<file path="config.mk">
export PLATFORM = sky130hd
export DESIGN_NAME = lif_neuron_scheduler
export DESIGN_NICKNAME = d
export VERILOG_FILES = /design/src/rtl/snn_pkg.sv /design/src/rtl/lif_fire_unit.sv /design/src/rtl/lif_neuron_scheduler.sv
export SDC_FILE = /design/constraint.sdc
export NUM_CORES = 1
export LEC_CHECK = 0
export ABC_AREA = 1
export CORE_MARGIN = 3
export CORE_UTILIZATION = 65
export DETAILED_ROUTE_END_ITERATION = 6
export GPL_ROUTABILITY_DRIVEN = 0
export GPL_TIMING_DRIVEN = 1
export PLACE_DENSITY = 0.84
export RECOVER_POWER = 100
export SLEW_MARGIN = 20
export SYNTH_ARGS = -nofsm -noshare
export SYNTH_HDL_FRONTEND = slang
export SYNTH_HIERARCHICAL = 1
export SYNTH_SLANG_ARGS = --single-unit
</file>
<file path="constraint.sdc">
create_clock -name clk -period 9.1 [get_ports clk]
set_input_delay 1.82 -clock clk [delete_from_list [all_inputs] [get_ports clk]]
set_output_delay 1.82 -clock clk [all_outputs]
set_load 0.02 [all_outputs]
</file>
<file path="src/rtl/snn_pkg.sv">
// snn_pkg: shared state encoding and arithmetic helpers for the LIF neuron datapath
package snn_pkg;
    localparam int W_DEF = 8;
    typedef enum logic [2:0] {IDLE, ACCUM, SCAN, FIRE, DONE} state_t;
    function automatic int sat_add(int a, int b, int w);
        int s, hi, lo;
        s  = a + b;
        hi = (1 << (w - 1)) - 1;
        lo = -(1 << (w - 1));
        return s > hi ? hi : (s < lo ? lo : s);
    endfunction
    // Subtracting the arithmetic shift moves toward zero; -1 decays to 0.
    function automatic int leak(int p, int sh);
        return p - (p >>> sh);
    endfunction
endpackage

</file>
<file path="src/rtl/lif_fire_unit.sv">
// lif_fire_unit: combinational threshold compare, saturating accumulate and leak
module lif_fire_unit
    import snn_pkg::*;
#(
    parameter int W          = W_DEF,
    parameter int LEAK_SHIFT = 2
) (
    input  logic signed [W-1:0] acc_pot,
    input  logic signed [W-1:0] weight,
    input  logic signed [W-1:0] scan_pot,
    input  logic signed [W-1:0] thr,
    output logic                fire,
    output logic signed [W-1:0] sum,
    output logic signed [W-1:0] leaked
);
    assign fire   = scan_pot >= thr;
    assign sum    = W'(sat_add(int'(acc_pot), int'(weight), W));
    assign leaked = W'(leak(int'(scan_pot), LEAK_SHIFT));
endmodule

</file>
<file path="src/rtl/lif_neuron_scheduler.sv">
// lif_neuron_scheduler: time-multiplexed LIF neurons with accumulate and scan/fire phases
module lif_neuron_scheduler
    import snn_pkg::*;
#(
    parameter int N_NEURONS  = 8,
    parameter int W          = W_DEF,
    parameter int LEAK_SHIFT = 2,
    parameter int IDX_W      = $clog2(N_NEURONS)
) (
    input  logic             clk,
    input  logic             rst,
    input  logic             start,
    input  logic [W-1:0]     threshold,
    input  logic             in_valid,
    output logic             in_ready,
    input  logic [IDX_W-1:0] in_idx,
    input  logic [W-1:0]     in_weight,
    input  logic             in_last,
    output logic             spk_valid,
    input  logic             spk_ready,
    output logic [IDX_W-1:0] spk_idx,
    output logic             busy,
    output logic             done
);
    state_t                state;
    logic signed [W-1:0]   thr_q;
    logic [IDX_W-1:0]      idx;
    logic signed [W-1:0]   pot [N_NEURONS];
    logic                  fire;
    logic signed [W-1:0]   sum;
    logic signed [W-1:0]   leaked;
    logic                  last;

    lif_fire_unit #(.W(W), .LEAK_SHIFT(LEAK_SHIFT)) u_fire (
        .acc_pot  (pot[in_idx]),
        .weight   (in_weight),
        .scan_pot (pot[idx]),
        .thr      (thr_q),
        .fire     (fire),
        .sum      (sum),
        .leaked   (leaked)
    );

    assign last      = idx == IDX_W'(N_NEURONS - 1);
    assign in_ready  = state == ACCUM;
    assign spk_valid = state == FIRE;
    assign spk_idx   = spk_valid ? idx : '0;
    assign busy      = state != IDLE;
    assign done      = state == DONE;

    always_ff @(posedge clk) begin
        if (rst) begin
            state <= IDLE;
            thr_q <= '0;
            idx   <= '0;
            for (int k = 0; k < N_NEURONS; k++) pot[k] <= '0;
        end else begin
            case (state)
                IDLE: if (start) begin
                    thr_q <= threshold;
                    state <= ACCUM;
                end
                ACCUM: if (in_valid) begin
                    pot[in_idx] <= sum;
                    if (in_last) begin
                        idx   <= '0;
                        state <= SCAN;
                    end
                end
                SCAN: if (fire) begin
                    state <= FIRE;
                end else begin
                    pot[idx] <= leaked;
                    idx      <= idx + 1'b1;
                    state    <= last ? DONE : SCAN;
                end
                // A fired neuron is cleared and skips this timestep's leak.
                FIRE: if (spk_ready) begin
                    pot[idx] <= '0;
                    idx      <= idx + 1'b1;
                    state    <= last ? DONE : SCAN;
                end
                DONE:    state <= IDLE;
                default: state <= IDLE;
            endcase
        end
    end
endmodule

</file>
==> results of run 1 <==
routing by layer:
metal / global-route usage / vias up / part of all wire / routed length (um)
li1: - / 2368 / - / -
met5: 0 / - / 0 / 0
met2: 0.478 / 356 / 0.45 / 6900
met4: 0.144 / 0 / 0.044 / 676
met1: 0.448 / 2337 / 0.39 / 5970
met3: 0.0743 / 75 / 0.12 / 1840
synth_stat cells, drive strengths merged:
master / count / area share
clkinv: 3 / 0.0020
o211ai: 17 / 0.023
o21a: 1 / 0.0014
xnor2: 3 / 0.0047
ha: 25 / 0.056
o21ai: 68 / 0.061
inv: 80 / 0.054
nor3: 2 / 0.0018
clkbuf: 20 / 0.014
nand4: 7 / 0.013
edfxtp: 64 / 0.35
nor2: 113 / 0.097
a31oi: 18 / 0.020
a21oi: 53 / 0.048
dfxtp: 17 / 0.061
a22oi: 2 / 0.0027
nand2: 133 / 0.11
fa: 2 / 0.0072
nand3b: 1 / 0.0014
a21o: 1 / 0.0014
o31ai: 1 / 0.0014
nand3: 46 / 0.050
buf: 7 / 0.011
xor2: 6 / 0.0095
or2: 1 / 0.0011
metrics by stage:
stage / setup WS, ps / hold slack [ps] / util / cells / instance area (um^2)
after floorplan: 4820 / 435 / - / 691 / 5560
after global placement: 3640 / 452 / 0.714 / 804 / 5890
after detailed placement: 3520 / 457 / 0.714 / 804 / 5890
after CTS: 3880 / 470 / 0.734 / 820 / 6060
after global routing: 1790 / 489 / 0.726 / 820 / 6000
final: 2190 / 466 / 0.726 / 820 / 6000
kinds of logic after synthesis:
logic type,after synthesis,synth area share
AND/OR/NAND/NOR,303,0.275
buffers and inverters,110,0.0802
AO/OA/AOI/OAI,161,0.160
flip-flops,81,0.407
XOR/XNOR,9,0.0142
adder cells (fa/ha/maj),27,0.0635
sequential cells by signal, summed over array words and instances (netlist names), named ones only:
register / flops
state: 3
idx: 3
thr_q: 8
pot: 64
worst max-delay path: cells and delay by family, from the launching register on:
kind	cells	cell delay, ps
compound gates	3	470
fa+ha+maj	1	450
buf+inv	3	2290
flops	1	320
simple gates	13	2960
power by group:
| part | internal (W) | switching (W) |
|---|---|---|
| clock network | 0.0000985 | 0.000136 |
| registers | 0.000422 | 0.0000146 |
| logic | 0.000136 | 0.000293 |
| total | 0.000657 | 0.000444 |
layout make-up:
type                    instances  area [um^2]
multi-input cells             500         2790
fillers                       659         2260
well taps                     105          131
repair buffers                 35          337
clock inverters                 7         46.3
clock buffers                   9          124
flip-flops and latches         81         2260
inverters                      83          312
path summary, 6_finish.rpt:
| check | start | end | slack (ps) | cells past startpoint |
|---|---|---|---|---|
| setup / recovery | register | pot[4][6] | 2190 | 20 |
| hold / removal | thr_q[4] | thr_q[4] | 470 | 2 |
| setup reg to reg | register | pot[4][6] | 2190 | 20 |
| hold reg to reg | thr_q[4] | thr_q[4] | 470 | 2 |
==> impl_results.html, run 1 <==
<table>
<tr><th>Metric</th><th>Value</th></tr>
<tr><th colspan="2">Clocking</th></tr>
<tr><td>Post-CTS setup buffer count</td><td>0</td></tr>
<tr><td>Number of hold buffers added after CTS</td><td>0</td></tr>
<tr><td>Latest clock arrival within the worst-skew pair</td><td>360 ps</td></tr>
<tr><td>Post-CTS Resized</td><td>0</td></tr>
<tr><td>Clock-pin transition on the worst setup and hold timing paths</td><td>80 ps</td></tr>
<tr><td>Clock buffer depth</td><td>2</td></tr>
<tr><td>TritonCTS clock tree</td><td>done</td></tr>
<tr><td>CTS Root Cell</td><td>clkbuf_8</td></tr>
<tr><td>CTS buffer count</td><td>9</td></tr>
<tr><td>Level count of the clock H-tree</td><td>3</td></tr>
<tr><td>Number of clock sinks</td><td>just over 80</td></tr>
<tr><th colspan="2">GRT</th></tr>
<tr><td>Vias in the first global route</td><td>4731</td></tr>
<tr><td>Global routing usage summed across all routing layers</td><td>0.320</td></tr>
<tr><td>Global-route wire length before repair</td><td>between 20 and 25 mm</td></tr>
<tr><td>Largest net degree at the start of global routing</td><td>58</td></tr>
<tr><td>Total gr overflow</td><td>0</td></tr>
<tr><td>Initial antenna violation count</td><td>0</td></tr>
<tr><th colspan="2">Cells and area</th></tr>
<tr><td>Most frequent cells in the layout</td><td>nand2_1, nor2_1, inv_1, o21ai_0, edfxtp_1</td></tr>
<tr><td>Most frequent standard cell in the layout excluding fill and tap cells</td><td>nand2_1</td></tr>
<tr><td>Fraction of final layout cells sized beyond drive strength 1</td><td>0.0699</td></tr>
<tr><td># diodes</td><td>0</td></tr>
<tr><td>Fin nets</td><td>roughly 760</td></tr>
<tr><td>Area growth from synthesis to final layout</td><td>7.95%</td></tr>
<tr><th colspan="2">Setup path</th></tr>
<tr><td>Arrival time of data at the critical path endpoint</td><td>6890 ps</td></tr>
<tr><td>Largest stage delay, worst path</td><td>1540 ps</td></tr>
<tr><td>Crit path max-delay cell type</td><td>clkbuf_1</td></tr>
<tr><td>Most numerous cell on the critical path</td><td>nand2_1</td></tr>
<tr><td>Cells along the critical path</td><td>clkbuf_1 &gt; inv_1 &gt; nor2_1 &gt; o21ai_0 &gt; nor2_1 &gt; a31oi_1 &gt; ha_1 &gt; nand2_1 &gt; o21ai_0 &gt; nand2_1 &gt; nand2_1 &gt; nand2_1 &gt; nand3_1 &gt; inv_1 &gt; nand4_4 &gt; nand2_1 &gt; nor2_1 &gt; nor2_8 &gt; nand2_1 &gt; nand2_1</td></tr>
<tr><td>Maximum net fanout on the critical path</td><td>57</td></tr>
<tr><td>Crit path kind</td><td>reg -&gt; reg</td></tr>
<tr><td>Worst Path Required</td><td>9080 ps</td></tr>
<tr><td>Type of element capturing the critical path</td><td>register</td></tr>
<tr><td>CP Launch Type</td><td>register</td></tr>
<tr><th colspan="2">Route</th></tr>
<tr><td>First drt pass iteration count</td><td>6</td></tr>
<tr><td>Average detailed-routed wire length per instance</td><td>~19 um</td></tr>
<tr><td>Iteration-0 DRC count of the detailed router</td><td>743</td></tr>
<tr><td>Routed wire length</td><td>15.4 mm</td></tr>
<tr><td>DRC viols</td><td>0</td></tr>
<tr><td>Final antenna-violating net count</td><td>0</td></tr>
<tr><td>Vias per Instance</td><td>6.26</td></tr>
<tr><td>Overall via count from detail_route</td><td>about 5000</td></tr>
<tr><th colspan="2">Floorplan</th></tr>
<tr><td>Die Wd</td><td>around 98 um</td></tr>
<tr><td>Ports placed on the boundary</td><td>32</td></tr>
<tr><td>Die area</td><td>a little under 10000 um^2</td></tr>
<tr><td>Initial standard-cell utilization of the core</td><td>0.673</td></tr>
<tr><td>Cell row count</td><td>33</td></tr>
<tr><td>Placeable core area</td><td>8260 um^2</td></tr>
<tr><td>Die H</td><td>98.5 um</td></tr>
<tr><th colspan="2">Power and ir drop</th></tr>
<tr><td>Maximum vdd drop</td><td>0.0891 mV</td></tr>
<tr><td>P_leak</td><td>2.62 nW</td></tr>
<tr><td>PnR Total Power</td><td>around 0.0011 W</td></tr>
<tr><td>Power density over the cells</td><td>184 nW/um^2</td></tr>
<tr><th colspan="2">Run</th></tr>
<tr><td>Count of max-cap constraint violations</td><td>1</td></tr>
<tr><th colspan="2">Yosys</th></tr>
<tr><td>Combined area of all synthesized cells</td><td>5560 um^2</td></tr>
<tr><td>Number of instances in the synthesized netlist</td><td>691</td></tr>
<tr><td>Average instance area after synthesis</td><td>8.04 um^2</td></tr>
<tr><td>Fraction of the yosys area taken by sequential cells</td><td>0.407</td></tr>
<tr><td>Number of flip-flops and latches in the synthesized netlist</td><td>81</td></tr>
<tr><td>Post-synthesis net count</td><td>743</td></tr>
<tr><td>Count of different cell masters after synthesis</td><td>39</td></tr>
<tr><td>Warning count from the yosys run</td><td>6</td></tr>
<tr><th colspan="2">Placement</th></tr>
<tr><td>DPL Wire Length</td><td>10.7 mm</td></tr>
<tr><td>Total of buffers placed on input and output ports</td><td>31</td></tr>
<tr><th colspan="2">Run status</th></tr>
<tr><td>Violated checks</td><td>max-capacitance violations, max-slew violations</td></tr>
<tr><td>Run status</td><td>complete, but fails checks</td></tr>
<tr><th colspan="2">Timing</th></tr>
<tr><td>Unrepaired setup endpoints after global routing</td><td>no</td></tr>
<tr><td>Setup violators final</td><td>0</td></tr>
<tr><td>Fmax</td><td>about 140 MHz</td></tr>
<tr><td>Max-slew violations</td><td>58</td></tr>
<tr><td>Final hold violations</td><td>0</td></tr>
<tr><td>Final Skew</td><td>between 10 and 15 ps</td></tr>
<tr><td>Slew at the pin closest to its max-slew limit</td><td>2150 ps</td></tr>
<tr><td>Final period utilization</td><td>0.759</td></tr>
<tr><td>Accumulated negative setup slack</td><td>0 ps</td></tr>
<tr><td>Tightest slew margin relative to the limit</td><td>-0.435</td></tr>
<tr><td>Minimum clock period after layout</td><td>6910 ps</td></tr>
<tr><th colspan="2">Hold path</th></tr>
<tr><td>Hold Path Class</td><td>reg -&gt; reg</td></tr>
</table>
(Power assumes the default switching activity.)
==> run 2: changes to the inputs <==
--- a/config.mk
+++ b/config.mk
@@ -7,11 +7,11 @@
 export LEC_CHECK = 0
 export ABC_AREA = 1
 export CORE_MARGIN = 3
-export CORE_UTILIZATION = 65
+export CORE_UTILIZATION = 55
 export DETAILED_ROUTE_END_ITERATION = 6
 export GPL_ROUTABILITY_DRIVEN = 0
 export GPL_TIMING_DRIVEN = 1
-export PLACE_DENSITY = 0.84
+export PLACE_DENSITY = 0.75
 export RECOVER_POWER = 100
 export SLEW_MARGIN = 20
 export SYNTH_ARGS = -nofsm -noshare
==> constraint.sdc (replaced) <==
create_clock -name clk -period 6.23 [get_ports clk]
set_input_delay 1.246 -clock clk [delete_from_list [all_inputs] [get_ports clk]]
set_output_delay 1.246 -clock clk [all_outputs]
set_load 0.02 [all_outputs]
==> run 2 against run 1 <==
The flow now finishes without violations. Largest cell class unchanged. Final cell count grew 3.5%. Count of clock-buffer cells in the layout unchanged. Register-to-register slack got worse by 1200 ps. Combinational power up 44%. Sequential power increased by 48%. Clock skew fell by 3.1 ps. Critical path depth shrank 1. Final area grew 2.3%. Critical endpoint is now pot[7][0]. Power grew 53%.
==> impl_results.html, run 2 (synthesis results as in run 1) <==
<table>
<tr><th>Metric</th><th>Value</th></tr>
<tr><th colspan="2">Route</th></tr>
<tr><td>WL met3</td><td>1.40 mm</td></tr>
<tr><td>Met1 wire length</td><td>roughly 6.2 mm</td></tr>
<tr><td>Top metal layer carrying routed signals</td><td>met4</td></tr>
<tr><td>Vias per Instance</td><td>5.94</td></tr>
<tr><td>Final antenna-violating net count</td><td>0</td></tr>
<tr><td>DRC viols</td><td>0</td></tr>
<tr><td>Iteration-0 DRC count of the detailed router</td><td>687</td></tr>
<tr><td>Routed wire length</td><td>15.6 mm</td></tr>
<tr><td>First drt pass iteration count</td><td>5</td></tr>
<tr><td>Met2 wire len</td><td>7.56 mm</td></tr>
<tr><td>Average detailed-routed wire length per instance</td><td>18.4 um</td></tr>
<tr><td>Overall via count from detail_route</td><td>between 5000 and 6000</td></tr>
<tr><th colspan="2">Timing</th></tr>
<tr><td>Accumulated negative setup slack</td><td>0 ps</td></tr>
<tr><td>Worst slack on hold paths</td><td>between 400 and 500 ps</td></tr>
<tr><td>Tightest slew margin relative to the limit</td><td>0.458</td></tr>
<tr><td>Minimum clock period after layout</td><td>5230 ps</td></tr>
<tr><td>Fmax</td><td>191 MHz</td></tr>
<tr><td>Final hold violations</td><td>0</td></tr>
<tr><td>Setup violators final</td><td>0</td></tr>
<tr><td>Max-slew violations</td><td>0</td></tr>
<tr><td>Slew at the pin closest to its max-slew limit</td><td>811 ps</td></tr>
<tr><td>Unrepaired setup endpoints after global routing</td><td>no</td></tr>
<tr><td>Final period utilization</td><td>0.839</td></tr>
<tr><td>Final Skew</td><td>9.30 ps</td></tr>
<tr><th colspan="2">Placement</th></tr>
<tr><td>Total cell area at the placement stage</td><td>between 5000 and 6000 um^2</td></tr>
<tr><td>Total of buffers placed on input and output ports</td><td>31</td></tr>
<tr><td>Total instance count after detailed placement</td><td>833</td></tr>
<tr><td>DPL Wire Length</td><td>11.1 mm</td></tr>
<tr><th colspan="2">Run status</th></tr>
<tr><td>Run status</td><td>finished, final reports clean</td></tr>
<tr><th colspan="2">Clocking</th></tr>
<tr><td>Post-CTS Resized</td><td>0</td></tr>
<tr><td>CTS Root Cell</td><td>clkbuf_8</td></tr>
<tr><td>Post-CTS setup buffer count</td><td>0</td></tr>
<tr><td>TritonCTS clock tree</td><td>done</td></tr>
<tr><td>Level count of the clock H-tree</td><td>3</td></tr>
<tr><td>CTS buffer count</td><td>9</td></tr>
<tr><td>Number of clock sinks</td><td>81</td></tr>
<tr><td>Number of hold buffers added after CTS</td><td>0</td></tr>
<tr><td>Clock-pin transition on the worst setup and hold timing paths</td><td>100 ps</td></tr>
<tr><td>Clock buffer depth</td><td>2</td></tr>
<tr><td>Latest clock arrival within the worst-skew pair</td><td>370 ps</td></tr>
<tr><th colspan="2">GRT</th></tr>
<tr><td>Total gr overflow</td><td>0</td></tr>
<tr><td>Vias in the first global route</td><td>4701</td></tr>
<tr><td>Initial antenna violation count</td><td>0</td></tr>
<tr><td>Global-route wire length before repair</td><td>24.4 mm</td></tr>
<tr><td>Global routing usage summed across all routing layers</td><td>0.279</td></tr>
<tr><td>Largest net degree at the start of global routing</td><td>42</td></tr>
<tr><th colspan="2">Cells and area</th></tr>
<tr><td>Registers with the most flip-flops</td><td>pot (64), thr_q (8)</td></tr>
<tr><td>Largest register by flop count</td><td>pot</td></tr>
<tr><td>Share of the core filled with cells</td><td>0.625</td></tr>
<tr><td>Area growth from synthesis to final layout</td><td>10.4%</td></tr>
<tr><td>Count of non-filler cells in the finished layout</td><td>about 850</td></tr>
<tr><td>Fin nets</td><td>763</td></tr>
<tr><td>Final cell area excluding filler cells</td><td>6140 um^2</td></tr>
<tr><td>Most frequent cells in the layout</td><td>nand2_1, nor2_1, inv_1, o21ai_0, edfxtp_1</td></tr>
<tr><td>Fraction of final layout cells sized beyond drive strength 1</td><td>0.0838</td></tr>
<tr><td># diodes</td><td>0</td></tr>
<tr><td>Most frequent standard cell in the layout excluding fill and tap cells</td><td>nand2_1</td></tr>
<tr><td>Flip-flop count of the largest register, all copies and words added</td><td>64</td></tr>
<tr><th colspan="2">Setup path</th></tr>
<tr><td>Maximum net fanout on the critical path</td><td>26</td></tr>
<tr><td>CP Launch Type</td><td>register</td></tr>
<tr><td>Arrival time of data at the critical path endpoint</td><td>5250 ps</td></tr>
<tr><td>Worst Path Required</td><td>6250 ps</td></tr>
<tr><td>Crit path kind</td><td>reg -&gt; reg</td></tr>
<tr><td>Type of element capturing the critical path</td><td>register</td></tr>
<tr><th colspan="2">Floorplan</th></tr>
<tr><td>Placeable core area</td><td>9820 um^2</td></tr>
<tr><td>Cell row count</td><td>36</td></tr>
<tr><td>Die H</td><td>107 um</td></tr>
<tr><td>Initial standard-cell utilization of the core</td><td>0.566</td></tr>
<tr><td>Die Wd</td><td>107 um</td></tr>
<tr><td>Die area</td><td>11300 um^2</td></tr>
<tr><td>Ports placed on the boundary</td><td>32</td></tr>
<tr><th colspan="2">Hold path</th></tr>
<tr><td>Hold Path Class</td><td>reg -&gt; reg</td></tr>
<tr><th colspan="2">Run</th></tr>
<tr><td>Count of max-cap constraint violations</td><td>0</td></tr>
<tr><th colspan="2">Power and ir drop</th></tr>
<tr><td>Power density over the cells</td><td>around 270 nW/um^2</td></tr>
<tr><td>Maximum vdd drop</td><td>0.167 mV</td></tr>
<tr><td>P_leak</td><td>2.73 nW</td></tr>
</table>
run 2: area by class of cell:
class                           count  area, um^2
Tap cell                          133         166
Clock inverter                      7        86.3
Clock buffer                        9         124
Fill cell                         858        3680
Inverter                           83         312
Sequential cell                    81        2260
Multi-Input combinational cell    500        2840
Timing Repair Buffer               36         344
run 2: worst paths after layout:
path	from	to	slack, ps	cells past startpoint
worst max-delay path	register	pot[7][0]	1000	19
worst min-delay path	thr_q[1]	thr_q[1]	470	2
worst max register to register	register	pot[7][0]	1000	19
worst min register to register	thr_q[1]	thr_q[1]	470	2
run 2: stage by stage:
| step | total power, W | worst slack, ps |
|---|---|---|
| 3_5_place_dp | 0.00126 | 1400 |
| 6_report | 0.00168 | 1000 |
| 2_1_floorplan | 0.00110 | 2520 |
| 5_1_grt | 0.00177 | 614 |
| 4_1_cts | 0.00168 | 1480 |
| 3_3_place_gp | 0.00124 | 1470 |
run 2: where the power goes:
| group | total (W) | internal, W | switching, W |
|---|---|---|---|
| clock network | 0.000420 | 0.000194 | 0.000225 |
| logic | 0.000619 | 0.000199 | 0.000420 |
| registers | 0.000646 | 0.000617 | 0.0000285 |
run 2: metal layers:
metal,GRT usage,up-vias
met4,0.118,0
li1,-,2383
met3,0.0565,39
met2,0.451,270
met1,0.367,2349
met5,0,-
run 2: critical path, stage by stage, from the launching register on:
cell and delay [ps]:
dfxtp_1 860, clkbuf_1 360, inv_1 250, nor2_1 140, o21ai_0 180, nor2_1 160
a31oi_1 100, ha_1 400, a21oi_1 160, o21a_1 160, nand2_1 60, nand2_1 50
nand3_1 100, inv_1 130, nand4_4 280, nand2_1 500, nor2_2 190, nor2_8 230
nand2_4 160, nand2_1 400
==> run 3: changes to the inputs <==
--- a/config.mk
+++ b/config.mk
@@ -7,11 +7,11 @@
 export LEC_CHECK = 0
 export ABC_AREA = 1
 export CORE_MARGIN = 3
-export CORE_UTILIZATION = 55
+export CORE_UTILIZATION = 61
 export DETAILED_ROUTE_END_ITERATION = 6
 export GPL_ROUTABILITY_DRIVEN = 0
 export GPL_TIMING_DRIVEN = 1
-export PLACE_DENSITY = 0.75
+export PLACE_DENSITY = 0.79
 export RECOVER_POWER = 100
 export SLEW_MARGIN = 20
 export SYNTH_ARGS = -nofsm -noshare
==> constraint.sdc (replaced) <==
create_clock -name clk -period 5.15 [get_ports clk]
set_input_delay 1.03 -clock clk [delete_from_list [all_inputs] [get_ports clk]]
set_output_delay 1.03 -clock clk [all_outputs]
set_load 0.02 [all_outputs]
==> run 3 against run 2 <==
Register-to-register slack worse by 430 ps. Count of clock-buffer cells in the layout unchanged. Combinational power increased by 23%.
==> impl_results.html, run 3 (synthesis results as in run 1) <==
<table>
<tr><th>Metric</th><th>Value</th></tr>
<tr><th colspan="2">Cells and area</th></tr>
<tr><td>Area growth from synthesis to final layout</td><td>12.3%</td></tr>
<tr><td>Most frequent cells in the layout</td><td>nand2_1, nor2_1, inv_1, o21ai_0, edfxtp_1</td></tr>
<tr><td># diodes</td><td>0</td></tr>
<tr><td>Flip-flop count of the largest register, all copies and words added</td><td>between 60 and 70</td></tr>
<tr><td>Share of the core filled with cells</td><td>0.708</td></tr>
<tr><td>Register Area</td><td>2260 um^2</td></tr>
<tr><td>Most frequent standard cell in the layout excluding fill and tap cells</td><td>nand2_1</td></tr>
<tr><td>Fraction of final layout cells sized beyond drive strength 1</td><td>0.103</td></tr>
<tr><td>Final cell area excluding filler cells</td><td>6240 um^2</td></tr>
<tr><td>Fillers</td><td>just over 700</td></tr>
<tr><td>Registers with the most flip-flops</td><td>pot (64), thr_q (8)</td></tr>
<tr><td>Largest register by flop count</td><td>pot</td></tr>
<tr><td>Area of combinational cells with multiple inputs</td><td>2820 um^2</td></tr>
<tr><td>Fin nets</td><td>782</td></tr>
<tr><th colspan="2">Timing</th></tr>
<tr><td>Final setup margin</td><td>396 ps</td></tr>
<tr><td>Worst slack on hold paths</td><td>469 ps</td></tr>
<tr><td>Tightest slew margin relative to the limit</td><td>0.553</td></tr>
<tr><td>Final hold violations</td><td>0</td></tr>
<tr><td>Slew at the pin closest to its max-slew limit</td><td>around 670 ps</td></tr>
<tr><td>Max-slew violations</td><td>0</td></tr>
<tr><td>Fmax</td><td>210 MHz</td></tr>
<tr><td>Accumulated negative setup slack</td><td>0 ps</td></tr>
<tr><td>Final Skew</td><td>10.1 ps</td></tr>
<tr><td>Minimum clock period after layout</td><td>roughly 4800 ps</td></tr>
<tr><td>Unrepaired setup endpoints after global routing</td><td>no</td></tr>
<tr><td>Final period utilization</td><td>0.923</td></tr>
<tr><td>Setup violators final</td><td>0</td></tr>
<tr><th colspan="2">Power and ir drop</th></tr>
<tr><td>Switching Power</td><td>0.000784 W</td></tr>
<tr><td>Power density over the cells</td><td>330 nW/um^2</td></tr>
<tr><td>Share of total power in sequential cells</td><td>0.376</td></tr>
<tr><td>P_leak</td><td>2.82 nW</td></tr>
<tr><td>Maximum vdd drop</td><td>~0.17 mV</td></tr>
<tr><td>Fraction of power consumed by the clock network</td><td>0.254</td></tr>
<tr><td>Combinational Power Share</td><td>0.370</td></tr>
<tr><td>Switching power share of the total</td><td>0.381</td></tr>
<tr><td>Internal power consumption</td><td>between 0.001 and 0.0015 W</td></tr>
<tr><th colspan="2">Run</th></tr>
<tr><td>Count of max-cap constraint violations</td><td>0</td></tr>
<tr><th colspan="2">Clocking</th></tr>
<tr><td>CTS Root Cell</td><td>clkbuf_8</td></tr>
<tr><td>Post-CTS Resized</td><td>0</td></tr>
<tr><td>Number of clock sinks</td><td>81</td></tr>
<tr><td>Clock-pin transition on the worst setup and hold timing paths</td><td>90 ps</td></tr>
<tr><td>Number of hold buffers added after CTS</td><td>0</td></tr>
<tr><td>Level count of the clock H-tree</td><td>3</td></tr>
<tr><td>Latest clock arrival within the worst-skew pair</td><td>360 ps</td></tr>
<tr><td>Clock buffer depth</td><td>2</td></tr>
<tr><td>CTS buffer count</td><td>9</td></tr>
<tr><td>TritonCTS clock tree</td><td>done</td></tr>
<tr><td>Post-CTS setup buffer count</td><td>0</td></tr>
<tr><th colspan="2">Route</th></tr>
<tr><td>Average detailed-routed wire length per instance</td><td>18.9 um</td></tr>
<tr><td>Overall via count from detail_route</td><td>about 5200</td></tr>
<tr><td>First drt pass iteration count</td><td>6</td></tr>
<tr><td>Routed wire length</td><td>approximately 16 mm</td></tr>
<tr><td>Final antenna-violating net count</td><td>0</td></tr>
<tr><td>DRC viols</td><td>0</td></tr>
<tr><td>Iteration-0 DRC count of the detailed router</td><td>694</td></tr>
<tr><td>Vias per Instance</td><td>~6.2</td></tr>
<tr><th colspan="2">GRT</th></tr>
<tr><td>Total gr overflow</td><td>0</td></tr>
<tr><td>Largest net degree at the start of global routing</td><td>42</td></tr>
<tr><td>Global routing usage summed across all routing layers</td><td>0.324</td></tr>
<tr><td>Global-route wire length before repair</td><td>between 20 and 30 mm</td></tr>
<tr><td>Vias in the first global route</td><td>4864</td></tr>
<tr><td>Initial antenna violation count</td><td>0</td></tr>
<tr><th colspan="2">Setup path</th></tr>
<tr><td>CP Launch Type</td><td>primary input</td></tr>
<tr><td>Type of element capturing the critical path</td><td>register</td></tr>
<tr><td>Arrival time of data at the critical path endpoint</td><td>just under 5000 ps</td></tr>
<tr><td>Maximum net fanout on the critical path</td><td>15</td></tr>
<tr><td>Worst Path Required</td><td>5250 ps</td></tr>
<tr><td>Crit path kind</td><td>in -&gt; reg</td></tr>
<tr><td>Path depth of the worst reg2reg path</td><td>20</td></tr>
<tr><th colspan="2">Floorplan</th></tr>
<tr><td>Cell row count</td><td>34</td></tr>
<tr><td>Die area</td><td>10300 um^2</td></tr>
<tr><td>Die Wd</td><td>101 um</td></tr>
<tr><td>Initial standard-cell utilization of the core</td><td>0.631</td></tr>
<tr><td>Die H</td><td>101 um</td></tr>
<tr><td>Ports placed on the boundary</td><td>32</td></tr>
<tr><td>Placeable core area</td><td>8810 um^2</td></tr>
<tr><th colspan="2">Placement</th></tr>
<tr><td>Setup slack at placement</td><td>444 ps</td></tr>
<tr><td>Total of buffers placed on input and output ports</td><td>31</td></tr>
<tr><td>DPL Wire Length</td><td>11.4 mm</td></tr>
<tr><td>Total cell area at the placement stage</td><td>a little over 6000 um^2</td></tr>
<tr><th colspan="2">Hold path</th></tr>
<tr><td>Hold Path Class</td><td>reg -&gt; reg</td></tr>
<tr><td>Number of cells on the worst hold path</td><td>2</td></tr>
<tr><th colspan="2">Run status</th></tr>
<tr><td>Run status</td><td>finished, final reports clean</td></tr>
</table>
-- run 3: power groups by stage --
stage               logic [W]  registers (W)  clock network, W
floorplan            0.000554       0.000775                 0
global placement     0.000725       0.000784                 0
detailed placement   0.000746       0.000787                 0
CTS                  0.000755       0.000772          0.000523
global route         0.000838       0.000776          0.000553
finish               0.000761       0.000773          0.000523
-- run 3: final cells by class --
type,count,area share
clock buffers,9,0.0199
clock inverters,7,0.0152
inverters,83,0.0499
multi-input cells,500,0.453
flip-flops and latches,81,0.363
well taps,108,0.0217
repair buffers,55,0.0780
-- run 3: worst paths after layout --
| kind | startpoint | endpoint | slack (ps) |
|---|---|---|---|
| setup / recovery | in_idx[1] | pot[2][5] | 400 |
| hold / removal | thr_q[5] | thr_q[5] | 470 |
| setup reg to reg | register | pot[6][1] | 570 |
| hold reg to reg | thr_q[5] | thr_q[5] | 470 |
-- run 3: routing by layer --
metal,up-vias,share of wire,routed length [um],GRT usage
met1,2408,0.38,6140,0.446
met2,333,0.46,7400,0.503
met5,-,0,0,0
met3,45,0.12,1940,0.0682
li1,2410,-,-,-
met4,0,0.029,470,0.129
-- run 3: worst max-delay path, stage by stage --
cell           delay, ps
dlygate4sd3_1        940
clkinv_1             520
a21oi_1              290
a31oi_1               80
ha_1                 260
fa_1                 410
nand2_1               80
nand2_1               80
nand4_1               90
nand2_2               70
nand2_1               80
nand2_1              200
nand2_1              120
nand2_1               60
nand3_1               90
nand2_1               60
inv_1                250
nor2_1               110
-- run 3: through the flow --
| stage | instances | power [W] |
|---|---|---|
| after floorplan | 691 | 0.00133 |
| after global placement | 827 | 0.00151 |
| after detailed placement | 827 | 0.00153 |
| after CTS | 843 | 0.00205 |
| after global routing | 843 | 0.00217 |
| final | 843 | 0.00206 |
